--- src/rtl/prog_loader_if.sv ---
// Byte-stream input and instruction-memory write bus of the program loader.
// master = loader side, slave = byte source / instruction-memory side.
interface prog_loader_if #(
   parameter int ADDR_W = 8
);
   logic [7:0]        in_data;
   logic              in_valid;
   logic              in_ready;
   logic              mem_we;
   logic [ADDR_W-1:0] mem_addr;
   logic [15:0]       mem_wdata;

   modport master (
      input  in_data,
      input  in_valid,
      output in_ready,
      output mem_we,
      output mem_addr,
      output mem_wdata
   );

   modport slave (
      output in_data,
      output in_valid,
      input  in_ready,
      input  mem_we,
      input  mem_addr,
      input  mem_wdata
   );
endinterface

--- src/rtl/prog_loader.sv ---
// Framed byte-stream loader: assembles big-endian 16-bit words into instruction memory
// and holds the CPU in reset until a full frame is written. Optional checksum: LOADER_CSUM_EN.
//
// state | meaning
// IDLE  | hunting for HDR_BYTE, other bytes discarded
// LEN   | waiting for length byte L
// HI    | waiting for high byte of next word
// LO    | waiting for low byte of next word
// WR    | one-cycle memory write, input stalled
// CSUM  | waiting for checksum byte (LOADER_CSUM_EN only)
// DONE  | frame accepted, CPU released, behaves as IDLE for the incoming byte
module prog_loader #(
   parameter int         ADDR_W    = 8,
   parameter int         BASE_ADDR = 0,
   parameter logic [7:0] HDR_BYTE  = 8'hA5
) (
   input  logic            CLK,
   input  logic            rst,
   prog_loader_if.master   bus,
   output logic            cpu_hold,
   output logic            load_done,
   output logic            load_err
);

   localparam logic [ADDR_W-1:0] BASE    = ADDR_W'(BASE_ADDR);
   localparam int                N_MAX_I = (ADDR_W >= 8) ? 256 : (1 << ADDR_W);
   localparam logic [8:0]        N_MAX   = 9'(N_MAX_I);

   typedef enum logic [2:0] {
      IDLE,
      LEN,
      HI,
      LO,
      WR,
`ifdef LOADER_CSUM_EN
      CSUM,
`endif
      DONE
   } state_t;

   state_t            state;
   state_t            state_nxt;
   logic              ready;
   logic              accept;
   logic              last_word;
   logic [8:0]        cnt;
   logic [ADDR_W-1:0] addr;
   logic [7:0]        hi_byte;
   logic [ADDR_W-1:0] wr_addr;
   logic [15:0]       wr_data;
   logic              hold_q;
   logic              done_q;
`ifdef LOADER_CSUM_EN
   logic [7:0]        xsum;
   logic              err_q;
`endif

   always_ff @(posedge CLK or negedge rst) begin
      if (!rst) state <= IDLE;
      else      state <= state_nxt;
   end

   always_comb begin
      state_nxt = state;
      ready     = (state != WR);
      accept    = bus.in_valid && ready;
      last_word = (cnt == 9'd1);
      case (state)
         IDLE, DONE: begin
            if (accept && (bus.in_data == HDR_BYTE)) state_nxt = LEN;
            else                                     state_nxt = IDLE;
         end
         LEN: if (accept) state_nxt = HI;
         HI:  if (accept) state_nxt = LO;
         LO:  if (accept) state_nxt = WR;
         WR: begin
            if (!last_word) state_nxt = HI;
            else begin
`ifdef LOADER_CSUM_EN
               state_nxt = CSUM;
`else
               state_nxt = DONE;
`endif
            end
         end
`ifdef LOADER_CSUM_EN
         CSUM: begin
            if (accept) state_nxt = (bus.in_data == xsum) ? DONE : IDLE;
         end
`endif
         default: state_nxt = IDLE;
      endcase
   end

   // wr_addr/wr_data are captured only when a complete word is in hand, so the
   // memory bus holds the last written word while the running address moves on.
   always_ff @(posedge CLK or negedge rst) begin
      if (!rst) begin
         cnt     <= '0;
         addr    <= BASE;
         hi_byte <= '0;
         wr_addr <= BASE;
         wr_data <= '0;
         hold_q  <= 1'b1;
         done_q  <= 1'b0;
      end else begin
         case (state)
            IDLE, DONE: begin
               if (accept && (bus.in_data == HDR_BYTE)) begin
                  hold_q <= 1'b1;
                  done_q <= 1'b0;
               end
            end
            LEN: begin
               if (accept) begin
                  cnt  <= (bus.in_data == 8'd0) ? N_MAX : {1'b0, bus.in_data};
                  addr <= BASE;
               end
            end
            HI: begin
               if (accept) hi_byte <= bus.in_data;
            end
            LO: begin
               if (accept) begin
                  wr_addr <= addr;
                  wr_data <= {hi_byte, bus.in_data};
               end
            end
            WR: begin
               addr <= addr + 1'b1;
               cnt  <= cnt - 9'd1;
`ifndef LOADER_CSUM_EN
               if (last_word) begin
                  hold_q <= 1'b0;
                  done_q <= 1'b1;
               end
`endif
            end
`ifdef LOADER_CSUM_EN
            CSUM: begin
               if (accept && (bus.in_data == xsum)) begin
                  hold_q <= 1'b0;
                  done_q <= 1'b1;
               end
            end
`endif
            default: ;
         endcase
      end
   end

`ifdef LOADER_CSUM_EN
   always_ff @(posedge CLK or negedge rst) begin
      if (!rst) begin
         xsum  <= '0;
         err_q <= 1'b0;
      end else begin
         case (state)
            IDLE, DONE: if (accept && (bus.in_data == HDR_BYTE)) err_q <= 1'b0;
            LEN:        if (accept) xsum <= '0;
            HI, LO:     if (accept) xsum <= xsum ^ bus.in_data;
            CSUM:       if (accept && (bus.in_data != xsum)) err_q <= 1'b1;
            default: ;
         endcase
      end
   end

   assign load_err = err_q;
`else
   assign load_err = 1'b0;
`endif

   assign bus.in_ready  = ready;
   assign bus.mem_we    = (state == WR);
   assign bus.mem_addr  = wr_addr;
   assign bus.mem_wdata = wr_data;
   assign cpu_hold      = hold_q;
   assign load_done     = done_q;

endmodule
--- src/flat_wrapper.sv ---
// flat-port wrapper written by rule: the top's interface ports become plain ports
module prog_loader_flat 
#(
   parameter int         ADDR_W    = 8,
   parameter int         BASE_ADDR = 0,
   parameter logic [7:0] HDR_BYTE  = 8'hA5
)
  (CLK, rst, cpu_hold, load_done, load_err, bus_in_data, bus_in_valid, bus_in_ready, bus_mem_we, bus_mem_addr, bus_mem_wdata);
  prog_loader_if #(.ADDR_W(ADDR_W)) bus_i ();
  input  logic CLK;
  input  logic rst;
  output logic cpu_hold;
  output logic load_done;
  output logic load_err;
  input wire logic [$bits(bus_i.in_data)-1:0] bus_in_data;
  input wire logic [$bits(bus_i.in_valid)-1:0] bus_in_valid;
  output wire logic [$bits(bus_i.in_ready)-1:0] bus_in_ready;
  output wire logic [$bits(bus_i.mem_we)-1:0] bus_mem_we;
  output wire logic [$bits(bus_i.mem_addr)-1:0] bus_mem_addr;
  output wire logic [$bits(bus_i.mem_wdata)-1:0] bus_mem_wdata;
  assign bus_i.in_data = bus_in_data;
  assign bus_i.in_valid = bus_in_valid;
  assign bus_in_ready = bus_i.in_ready;
  assign bus_mem_we = bus_i.mem_we;
  assign bus_mem_addr = bus_i.mem_addr;
  assign bus_mem_wdata = bus_i.mem_wdata;
  prog_loader #(.ADDR_W(ADDR_W), .BASE_ADDR(BASE_ADDR), .HDR_BYTE(HDR_BYTE)) u_core (.CLK(CLK), .rst(rst), .bus(bus_i), .cpu_hold(cpu_hold), .load_done(load_done), .load_err(load_err));
endmodule
--- config.mk ---
export PLATFORM = sky130hd
export DESIGN_NAME = prog_loader_flat
export DESIGN_NICKNAME = d
export VERILOG_FILES = /design/src/rtl/prog_loader_if.sv /design/src/rtl/prog_loader.sv /design/src/flat_wrapper.sv
export SDC_FILE = /design/constraint.sdc
export NUM_CORES = 1
export LEC_CHECK = 0
export ABC_AREA = 1
export BUFFER_PORTS_ARGS = -buffer_cell sky130_fd_sc_hd__clkbuf_2
export CAP_MARGIN = 20
export CORE_AREA = 2 2 101 54
export CTS_CLUSTER_DIAMETER = 50
export DETAILED_ROUTE_END_ITERATION = 16
export DIE_AREA = 0 0 103 56
export GPL_TIMING_DRIVEN = 1
export PLACE_DENSITY = 0.78
export SYNTH_ARGS = -nofsm -noshare
export SYNTH_HDL_FRONTEND = slang
export SYNTH_SLANG_ARGS = --single-unit
--- constraint.sdc ---
create_clock -name CLK -period 1.7 [get_ports CLK]
set_clock_uncertainty 0.15 [all_clocks]
set_input_delay 0.34 -clock CLK [delete_from_list [all_inputs] [get_ports CLK]]
set_output_delay 0.34 -clock CLK [all_outputs]
set_load 0.01 [all_outputs]
# [Word-level counts from Yosys, hierarchy flattened]
# Index checks and enable logic that the tools add are counted.
[totals] reg_bits=54 in_bits=11 output_inout_bits=29 elab_cells=52
[classes] addsub=2 eq_ne=13 n_mux=17 n_reduce_logical=12
[ops] cell="9-bit two-way mux" n=2
[ops] cell="9-bit one-hot mux with 2 select lines" n=1
[ops] cell="8-bit one-hot mux with 2 select lines" n=1
[ops] cell="3-bit one-hot mux with 5 select lines" n=1
[ops] cell="3-bit two-way mux" n=4
[ops] cell="2-bit by 1-bit inequality test with 1-bit output, second input constant" n=5
[ops] cell="9-bit by 1-bit == test with 1-bit output, second input constant" n=1
[ops] cell="9-bit by 1-bit subtractor with 9-bit output, second input constant" n=1
[ops] cell="8-bit by 1-bit adder with 8-bit output, second input constant" n=1
[ops] cell="8-bit == test, second input constant" n=1
[ops] cell="8-bit zero test" n=1
[ops] cell="8-bit two-way mux" n=1
[ops] cell="3-bit by 2-bit == test with 1-bit output, second input constant" n=2
[ops] cell="3-bit == test, second input constant" n=2
[ops] cell="2-bit AND reduction" n=3
[ops] cell="3-bit AND reduction" n=2
[ops] cell="1-bit two-way mux" n=5
[ops] cell="1-bit one-hot mux with 2 select lines" n=2
[ops] cell="2-bit nonzero test" n=2
[ops] cell="3-bit by 1-bit == test with 1-bit output, second input constant" n=1
[ops] cell="3-bit zero test" n=1
[ops] cell="3-bit inequality test, second input constant" n=1
[ops] cell="1-bit logical AND" n=2
[ops] cell="2-bit OR reduction" n=1

# [Logic depth before layout (Yosys ltp)]
# Gate-level depths: netlist (run 1).
[depth] word_depth=5 depth_mapped=8 mapped_depth_nobuf=8

# [Worst setup path before layout (run 1)]
# No wires, ideal clock.
[synth_timing] path_type="register to register" start="reg u_core.state[2]" end="reg u_core.wr_data[4] (netlist: u_core.bus.mem_wdata[4])" setup_ps=119 t_arrival_ps=1211 t_required_ps=1431 slack_ps=220 stages_incl_launch_ff=7 n_path_buf=2 period_less_slack_ps=1480 path_cell_list="dfrtp_1 buf_4 nor3_4 nand2_4 buf_6 nand2_1 o21ai_2"
[synth_via] elab_chain_cells=3 elab_cells_between_ends=4 classes_between="eq/ne (2); reduce/logical (2)"
[synth_lines] element="start, declared" line_no="prog_loader.sv:41" rtl="state_t state;"
[synth_lines] element="start signal, assigned" line_no="prog_loader.sv:60" rtl="else state <= state_nxt;"
[synth_lines] element="3-bit inequality test" line_no="prog_loader.sv:65" rtl="ready = (state != WR);"
[synth_lines] element="1-bit logical AND" line_no="prog_loader.sv:66" rtl="accept = bus.in_valid && ready;"
[synth_lines] element="2-bit AND reduction (no line) (*)"
[synth_lines] element="end signal, assigned" line_no="prog_loader.sv:126" rtl="wr_data <= {hi_byte, bus.in_data};"
[synth_lines] element="end, declared" line_no="prog_loader.sv:50" rtl="logic [15:0] wr_data;"
# Mark *: on every way between the ends. The rest lies on a longest branch, timed or not.
# A chain may end at the register's enable or synchronous reset.

# [Final worst setup path (run 1)]
[layout_timing] start="reg u_core.state[0]" end="out bus_mem_we"
[layout_via] elab_chain_cells=1
[layout_lines] element="3-bit == test" line_no="prog_loader.sv:174" rtl="assign bus.mem_we = (state == WR);"
[layout_lines] element="end, declared" line_no="flat_wrapper.sv:18" rtl="output wire logic [$bits(bus_i.mem_we)-1:0] bus_mem_we;"
# Every way passes these cells.

==> results.md, run 1 <==
* Synthesized area at 0.00259 sq mm
* Layout area overhead at 17.4%
* Site Rows at 18
* Count of port buffers added during placement at 38
* Synth cell types at 30
* CTS max path bufs at 2
* Worst min path class: input port to flip-flop
* Root Driver: clkbuf_8
* Routed WL at approximately 5.7 mm
* Final number of max-transition violations at 0
* Dominant cells by area after synthesis: dfrtp_1 (51%), nand2_1 (12%), o21ai_2 (5.4%)
* Antenna diode count at 0
* #FFs+latches synth at 54
* Largest net degree at the start of global routing at 55
* RSZ-0062 raised after global routing: yes
* Via count at approximately 2.1k
* CTS sink count at 54
* Synthesized area per cell at about 8.6 sq um
* HP Start: bus_in_data[5]
* Simple-Gate Fraction of Synth Area at 0.243
* Min Tclk post-route at roughly 1.7 ns
* Clk slew on worst S/H paths at 0.10 ns
* Vias in the first global route at approximately 2.1k
* Vias/cell at about 5.1
* Total gr overflow at 0
* Die area at 0.00577 sq mm
* Critical R2R Capture: u_core.bus.mem_addr[0]
* Tcrit/Tclk final at 0.992
* Post-synthesis mux area share at 0
* Ys async rst share at 1.00
* Run status: complete, no violations
* Hold path depth at 3
* # H-tree levels at 2
* Post-Synth XOR/XNOR Area at 0.00676
* WHS Endpoint: u_core.cnt[5]
* Crit path launch type: flip-flop
* Post-DP Area at ~0.0029 sq mm
* Lkg Pwr at approximately 1.6 nW
* Die width at ~100 microns
* Max-Cap Viols at 0
* Share of the synthesized area in the top cell type at 0.512
* CP required at 1.21 ns
* Net count, final at around 360
* Routability cong. at 0.819
* Main combinational cell family by area after synthesis: simple AND/OR/NAND/NOR gates
* EDFF count, synth at 0
* Setup violators final at 0
* Antenna-violating nets left at 0
* CP Class: flip-flop to output pin
* Cell taking the most area after synthesis: dfrtp_1
* Hold Slack at approximately 0.16 ns
* Initial antenna violation count at 0
* DRC at 0
* F_max at between 0.5 and 0.6 GHz
* Syn Inst Count at between 300 and 400
* CTS tree: built
* Worst r2r src: u_core.state[0]
* Pre-antenna DRT Iters at 4
* Pwr dens at around 1700 mW/mm^2
* Detailed Route Iter0 Violations at about 140
* Critical path data arrival time at around 1.2 ns
* Worst Reg2Reg Path Length in Cells at 6
* Final Hold Viols at 0
* R2R setup slack at approximately 0.09 ns
* Synth warn at 0
* Num CTS Buffers at 5
* DP Worst Slack at around 0.094 ns
* Die H at between 50 and 60 microns
* Fillers at around 420
* Core Region at 0.00482 sq mm
* CP max FO at 3
* CP Capture Type: output pin
* Register area share after synthesis at 0.522
* IO Pins at 40
* First-pass GRT wire length at 9.38 mm
* Peak VDD IR at 0.631 mV
* Setup ws final at around 0.014 ns
* Clock latency at the later pin of the worst-skew pair at 0.32 ns
* Post-DP HPWL at between 3 and 4 mm
* Design Area, Final at 0.00304 sq mm
* GRT Total Usage at 0.210
* Commonest register cell after synthesis: dfrtp_1
* Layout cells sized above 1 at 0.251
* Drt wl/cell at approximately 13 microns
* Syn_nets at about 320
* Compound-gate portion of the synthesized area at 0.130
* Initial Util at 0.538
* Util after Layout at 0.631
* Post-Synth Adder-Cell Area at 0.0145
-- cells in the mapped netlist (2+ instances only) --
cell / count
nand2_1: 84
dfrtp_1: 53
inv_1: 34
nand3_1: 27
nor2_1: 27
o21ai_2: 16
o21ai_0: 9
o21ai_1: 8
a21oi_1: 6
buf_2: 4
buf_6: 4
o22ai_1: 4
ha_1: 3
o211ai_1: 3
o221ai_1: 3
buf_4: 2
inv_2: 2
nand3_2: 2
-- where the power goes --
group / switching [W] / internal [W] / leakage (nW)
Clock: 0.000456 / 0.000336 / 0.0478
Sequential: 0.000392 / 0.00184 / 0.687
Combinational: 0.00127 / 0.000831 / 0.832
-- through the flow --
step                total power [W]  instances  setup TNS, ns
finish                      0.00513        421              0
global route                0.00554        421        -0.0800
floorplan                   0.00357        303              0
CTS                         0.00507        422       -0.00146
detailed placement          0.00419        408              0
global placement            0.00409        408              0
-- registers in the layout (all words and copies together) (netlist names) --
register / cells
u_core.bus.mem_addr: 8
u_core.cpu_hold: 1
u_core.addr: 8
u_core.hi_byte: 8
u_core.load_done: 1
u_core.cnt: 9
u_core.state: 3
u_core.bus.mem_wdata: 16
-- final cells by class --
type / instances / area (sq um) / share of cell area
clock inverters: 2 / 16.3 / 0.00535
repair buffers: 50 / 295 / 0.0970
inverters: 36 / 135 / 0.0444
clock buffers: 6 / 82.6 / 0.0271
well taps: 70 / 87.6 / 0.0288
multi-input cells: 203 / 1070 / 0.352
flip-flops and latches: 54 / 1360 / 0.445
-- worst max path at each step --
| stage | slack [ns] | from | depth (start not counted) | to |
|---|---|---|---|---|
| 2_1_floorplan | 0.22 | u_core.state[2] | 6 | u_core.bus.mem_wdata[4] |
| 3_3_place_gp | 0.17 | u_core.state[2] | 5 | u_core.cnt[4] |
| 3_5_place_dp | 0.09 | u_core.state[0] | 6 | u_core.addr[7] |
| 4_1_cts | -0.001 | u_core.state[0] | 8 | u_core.cnt[1] |
| 5_1_grt | -0.05 | u_core.state[0] | 4 | bus_mem_we |
| 6_report | 0.01 | u_core.state[0] | 4 | bus_mem_we |
-- metal layers --
metal  track usage  share of wire  wire [microns]
met3        0.0490          0.068             386
met4        0.0883          0.016              92
met2         0.329           0.47            2650
met5             0              0               0
met1         0.281           0.45            2540
-- repair_timing --
action                     CTS  global route
pin swaps                    0             3
hold endpoints to repair    53             0
setup endpoints to repair    2            47
setup buffers                5             0
resized for setup            6             7
hold buffers                 1             0
-- cell families after synthesis --
logic type	after synthesis
fa+ha+maj	3
compound gates	50
buf+inv	46
other cells	1
xor+xnor	2
flops	54
simple gates	147
-- critical path: stages, from the launching register on --
cell,delay [ns]
dfrtp_1,0.44
inv_2,0.08
nand2_1,0.06
nor2_2,0.15
buf_2,0.15
-- cell usage in the layout, fill, tap and decap left out --
cell type	n
nand2_1	83
dfrtp_1	51
clkbuf_2	37
inv_1	34
nand3_1	27
nor2_1	25
o21ai_2	16
buf_4	10
o21ai_0	9
o21ai_1	8
a21oi_1	6
clkbuf_8	6
o22ai_1	4
o211ai_1	3
o221ai_1	3
ha_1	3
inv_2	2
nor2_4	2
nand3_4	2
dfrtp_2	2
nor2_2	1
nand2_4	1
nor3_4	1
nand2_8	1
nand2_2	1
xor2_1	1
or2_2	1
nor3_1	1
nand4_1	1
xnor2_1	1
o21bai_1	1
conb_1	1
inv_6	1
clkinvlp_4	1
dlygate4sd3_1	1
buf_2	1
buf_12	1
dfstp_2	1
Power figures use the tool's default switching activity.
==> run 2, diff against run 1 <==
- PLACE_DENSITY: 0.78 -> not set
- PLACE_DENSITY_LB_ADDON: not set -> 0.05
- clock period: 1.7 -> 1.8 ns (I/O delays scaled with it)
==> run 2 against run 1 <==
  * Via count decreased by 3.4%
  * Cell count down 0.95%
  * Clock power is 6.3% lower
  * Combinational power decreased by 11%
  * Worst setup slack gained 0.055 ns
  * Final area is 2.0% lower
  * Power fell by 8.2%
  * Largest cell class unchanged
==> results.md, run 2 (synthesis gave the netlist of run 1 again) <==
* Run status: complete, no violations
* CTS max path bufs at 2 (unchanged)
* Layout area overhead at 15.0%
* CTS sink count at 54 (unchanged)
* GRT Total Usage at 0.209 (-0.00105)
* Via count at 2071 (-3.4%)
* Initial Util at 0.538 (unchanged)
* Tcrit/Tclk final at 0.962
* Vias/cell at 4.97 (-2.5%)
* Total gr overflow at 0 (unchanged)
* Die H at 56 microns (unchanged)
* Routability cong. at 0.853 (+4.3%)
* CP max FO at 6 (+3)
* Clk slew on worst S/H paths at 0.10 ns (about the same)
* Hold Slack at 0.165 ns (+0.00505 ns)
* Largest stage delay, worst path at 0.43 ns (about the same)
* Crit-path cells: nor2_2 -> nand2_2 -> clkbuf_2
* RSZ-0062 raised after global routing: no
* Worst r2r src: u_core.state[0]
* Max-Cap Viols at 0 (unchanged)
* DRC at 0 (unchanged)
* Crit path launch type: flip-flop
* Clock latency at the later pin of the worst-skew pair at 0.32 ns (about the same)
* Peak VDD IR at 0.720 mV (+14%)
* Post-DP HPWL at 3.96 mm (+1.4%)
* Die area at 0.00577 sq mm (unchanged)
* Pre-antenna DRT Iters at 4 (unchanged)
* Pwr dens at 1580 mW/mm^2 (-6.3%)
* Antenna-violating nets left at 0 (unchanged)
* Final number of max-transition violations at 0 (unchanged)
* Slowest cell on crit path: dfrtp_1
* Critical path data arrival time at 1.22 ns (+0.02 ns)
* Final Hold Viols at 0 (unchanged)
* CP Capture Type: output pin
* CTS tree: built
* Commonest non-fill, non-tap cell in the layout: nand2_1
* Vias in the first global route at 2003 (-4.2%)
* Detailed Route Iter0 Violations at 103 (-27%)
* CP Class: flip-flop to output pin
* Lkg Pwr at 1.55 nW (-1.1%)
* CP required at 1.29 ns (+0.08 ns)
* F_max at between 0.5 and 0.6 GHz
* Final Power at 0.00470 W (-8.2%)
* Setup violators final at 0 (unchanged)
* IO Pins at 40 (unchanged)
* HP Start: bus_in_data[5]
* Num CTS Buffers at 5 (unchanged)
* Commonest non-fill, non-tap cells in the layout: nand2_1 (83), dfrtp_1 (52), clkbuf_2 (38)
* Initial antenna violation count at 0 (unchanged)
* Routed WL at 5.41 mm (-4.6%)
* Largest register FFs at 16 (unchanged)
* CP Launch Point: u_core.state[0]
* Antenna diode count at 0 (unchanged)
* First-pass GRT wire length at 9.31 mm (-0.81%)
* Min Tclk post-route at about 1.7 ns
* Net count, final at 360 (-1.1%)
* Drt wl/cell at 13.0 microns (-3.7%)
* Count of port buffers added during placement at 38 (unchanged)
* # H-tree levels at 2 (unchanged)
* Setup TNS Final at 0 ns (unchanged)
* Root Driver: clkbuf_8
* Site Rows at 18 (unchanged)
* Largest net degree at the start of global routing at 55 (unchanged)
* Core Region at 0.00482 sq mm (unchanged)
* Worst min path class: input port to flip-flop
* Layout cells sized above 1 at 0.236 (-0.0144)
* Die width at 103 microns (unchanged)
==> run 2: stage by stage <==
step | cells | cell area [sq um] | util | worst slack [ns]
6_report | 417 | 2980 | 0.619 | 0.0682
5_1_grt | 417 | 2980 | 0.619 | 0.0234
4_1_cts | 416 | 2960 | 0.614 | 0.0442
3_5_place_dp | 407 | 2850 | 0.591 | 0.227
3_3_place_gp | 407 | 2850 | 0.591 | 0.241
2_1_floorplan | 303 | 2590 | - | 0.320
==> run 2: final timing paths <==
kind                                                 to  slack [ns]  depth (start not counted)
worst max-delay path                       bus_in_ready        0.07                          3
worst min-delay path                      u_core.cnt[5]        0.17                          3
worst max register to register   u_core.bus.mem_addr[5]        0.16                          6
worst min register to register          u_core.cpu_hold        0.32                          2
max in group asynchronous               u_core.cpu_hold        0.79                          3
min in group asynchronous       u_core.bus.mem_wdata[6]        0.41                          3
==> run 2: layer usage <==
| metal | routed length, microns | track usage | part of all wire |
|---|---|---|---|
| met1 | 2640 | 0.294 | 0.49 |
| met2 | 2430 | 0.323 | 0.45 |
| met3 | 282 | 0.0477 | 0.052 |
| met4 | 64 | 0.0620 | 0.012 |
| met5 | 0 | 0 | 0 |
==> run 2: worst max-delay path, delay by kind of cell (launching register included) <==
family / cells / cell delay, ns
DFF: 1 / 0.43
and+or+nand+nor: 2 / 0.32
buffers and inverters: 1 / 0.16
==> run 2: where the power goes <==
group / internal [W] / leakage [nW] / switching [W]
registers: 0.00173 / 0.688 / 0.000362
logic: 0.000755 / 0.811 / 0.00111
clock network: 0.000290 / 0.0502 / 0.000452
==> run 2: cell type report <==
| type | count | area [sq um] |
|---|---|---|
| Clock buffer | 5 | 68.8 |
| Fill cell | 453 | 1840 |
| Tap cell | 70 | 87.6 |
| Inverter | 36 | 135 |
| Multi-Input combinational cell | 203 | 1030 |
| Clock inverter | 3 | 28.8 |
| Timing Repair Buffer | 46 | 278 |
| Sequential cell | 54 | 1350 |
==> run 2: repair_timing <==
| action | in CTS | in global routing |
|---|---|---|
| hold endpoints to repair | 53 | 0 |
| gates resized for setup | 2 | 1 |
| buffers inserted | 0 | 1 |
| gates cloned | 0 | 0 |
| hold buffers | 1 | 0 |
| endpoints found under the setup margin | 1 | 1 |
==> run 3, diff against run 2 <==
- PLACE_DENSITY: not set -> 0.82
- PLACE_DENSITY_LB_ADDON: 0.05 -> not set
==> run 3 against run 2 <==
  * Routed wire length increased by 4.7%
  * Maximum frequency is 1.3% lower
  * Global-route usage increased by 0.16 points
  * Utilization is 0.18 points lower
  * Power hardly changed
  * Cell count is the same
  * Non-clock buffer count unchanged
  * Sequential power is essentially flat
  * Critical path depth stayed put
  * Critical endpoint is now bus_mem_we
==> results.md, run 3 (synthesis gave the netlist of run 1 again) <==
* Run status: complete, no violations
* Setup TNS Final at 0 ns (unchanged)
* Met1 Use GR at 0.260 (-0.0344)
* Final number of max-transition violations at 0 (unchanged)
* Clock latency at the later pin of the worst-skew pair at 0.31 ns (about the same)
* Worst min path class: input port to flip-flop
* Clk slew on worst S/H paths at 0.10 ns (about the same)
* Count of port buffers added during placement at 38 (unchanged)
* Setup violators final at 0 (unchanged)
* Largest register FFs at 16 (unchanged)
* Largest net degree at the start of global routing at 41 (-25%)
* Via count at 2142 (+3.4%)
* # H-tree levels at 2 (unchanged)
* Hold Slack at 0.183 ns (+0.0181 ns)
* Die width at 103 microns (unchanged)
* CP Class: flip-flop to output pin
* Detailed Route Iter0 Violations at 166 (+61%)
* Initial antenna violation count at 0 (unchanged)
* Antenna diode count at 0 (unchanged)
* Worst path bufs/invs at 1 (unchanged)
* Setup ws final at 0.0447 ns (-0.0235 ns)
* Crit-path cells: nand2_2 -> nor2_4 -> clkbuf_2
* Site Rows at 18 (unchanged)
* Routed WL at 5.67 mm (+4.7%)
* Peak VDD IR at 0.605 mV (-16%)
* Core Region at 0.00482 sq mm (unchanged)
* Placed cell count at 406 (-0.25%)
* Final Hold Viols at 0 (unchanged)
* Largest stage delay, worst path at 0.50 ns (+0.07 ns)
* IO Pins at 40 (unchanged)
* Layout area overhead at 14.7%
* CP max FO at 8 (+2)
* Routing usage on met2 at 0.358 (+0.0353)
* Antenna-violating nets left at 0 (unchanged)
* Initial Util at 0.538 (unchanged)
* Delay-heaviest family, CP: flip-flops
* DRC at 0 (unchanged)
* GRT Total Usage at 0.211 (+0.00156)
* Vias in the first global route at 2162 (+7.9%)
* Lkg Pwr at 1.55 nW (about the same)
* Crit path launch type: flip-flop
* Pwr dens at 1580 mW/mm^2 (+0.25%)
* Root Driver: clkbuf_8
* Vias/cell at 5.14 (+3.4%)
* CTS max path bufs at 2 (unchanged)
* Drt wl/cell at 13.6 microns (+4.7%)
* Global-route met3 utilization at 0.0389 (-0.00879)
* Net count, final at 360 (unchanged)
* Slowest cell on crit path: dfrtp_2
* Critical path data arrival time at 1.25 ns (+0.03 ns)
* CTS tree: built
* Max-Cap Viols at 0 (unchanged)
* Commonest non-fill, non-tap cell in the layout: nand2_1
* Net Sw Power at 0.00195 W (+1.0%)
* Worst-Margin Slew at 0.503 ns
* Most crowded layer after global routing: met2
* Die H at 56 microns (unchanged)
* CTS sink count at 54 (unchanged)
* Combinational share of power at 0.407 (+0.010)
* Pre-antenna DRT Iters at 4 (unchanged)
* Commonest non-fill, non-tap cells in the layout: nand2_1 (82), dfrtp_1 (52), clkbuf_2 (38)
* F_max at 0.570 GHz (-1.3%)
* DP Worst Slack at 0.167 ns (-0.0599 ns)
* Post-DP HPWL at 4.17 mm (+5.3%)
* Net Sw Frac at 0.414 (+0.00436)
* Total gr overflow at 0 (unchanged)
* First-pass GRT wire length at 9.43 mm (+1.3%)
* Layout cells sized above 1 at 0.239 (+0.00288)
* Routability cong. at 0.858 (+0.50%)
* Num CTS Buffers at 5 (unchanged)
* Share of power burned in registers at 0.450 (+0.005)
* CP Capture Type: output pin
* Int Pwr at 0.00275 W (-0.78%)
* Clock share of power at 0.143 (-0.015)
* Final Power at 0.00470 W (about the same)
* Die area at 0.00577 sq mm (unchanged)
* Final std cells w/o fill at 417 (unchanged)
* Tcrit/Tclk final at 0.975 (+0.0131)
* Min Tclk post-route at 1.76 ns (+0.0235 ns)
* CP required at 1.29 ns (about the same)
* Worst slew margin at 0.664
## run 3: cell type report
class                           instances  area [sq um]
Fill cell                             417          1850
Sequential cell                        54          1350
Multi-Input combinational cell        203          1040
Timing Repair Buffer                   46           265
Inverter                               36           135
Tap cell                               70          87.6
Clock buffer                            6          72.6
Clock inverter                          2          13.8
## run 3: per-stage QoR
step	utilization	area (sq um)
after floorplan	-	2590
after global placement	0.589	2840
after detailed placement	0.589	2840
after CTS	0.610	2940
after global routing	0.617	2970
final	0.617	2970
## run 3: tightest hold or removal path: stages
cell and delay [ns]:
clkbuf_2 0.11, inv_1 0.09, o21ai_2 0.06
## run 3: per-layer routing
layer,vias up,wire length (microns)
li1,1055,-
met1,1016,2450
met2,59,2830
met3,12,262
met4,0,130
met5,-,0
## run 3: what timing repair did
action | in CTS | in global routing
endpoints found under the setup margin | 2 | 2
hold buffers | 1 | 0
resized for setup | 2 | 5
endpoints found under the hold margin | 13 | 0
buffers inserted | 0 | 2
pin swaps | 0 | 1
## run 3: power by group through the flow
| stage | registers (W) | clock network (W) | logic (W) |
|---|---|---|---|
| 2_1_floorplan | 0.00216 | 0 | 0.00121 |
| 3_3_place_gp | 0.00208 | 0 | 0.00177 |
| 3_5_place_dp | 0.00211 | 0 | 0.00186 |
| 4_1_cts | 0.00209 | 0.000689 | 0.00188 |
| 5_1_grt | 0.00217 | 0.000732 | 0.00217 |
| 6_report | 0.00212 | 0.000674 | 0.00191 |
## run 3: worst paths after layout
path	slack, ns	cells past startpoint	from	to
min	0.18	3	bus_in_data[7]	u_core.bus.mem_wdata[7]
min in group asynchronous	0.35	2	rst	u_core.hi_byte[4]
min reg2reg	0.33	2	u_core.bus.mem_wdata[12]	u_core.bus.mem_wdata[12]
max reg2reg	0.13	6	u_core.state[0]	u_core.bus.mem_wdata[5]
max	0.04	3	u_core.state[2]	bus_mem_we
max in group asynchronous	0.61	3	rst	u_core.bus.mem_wdata[14]
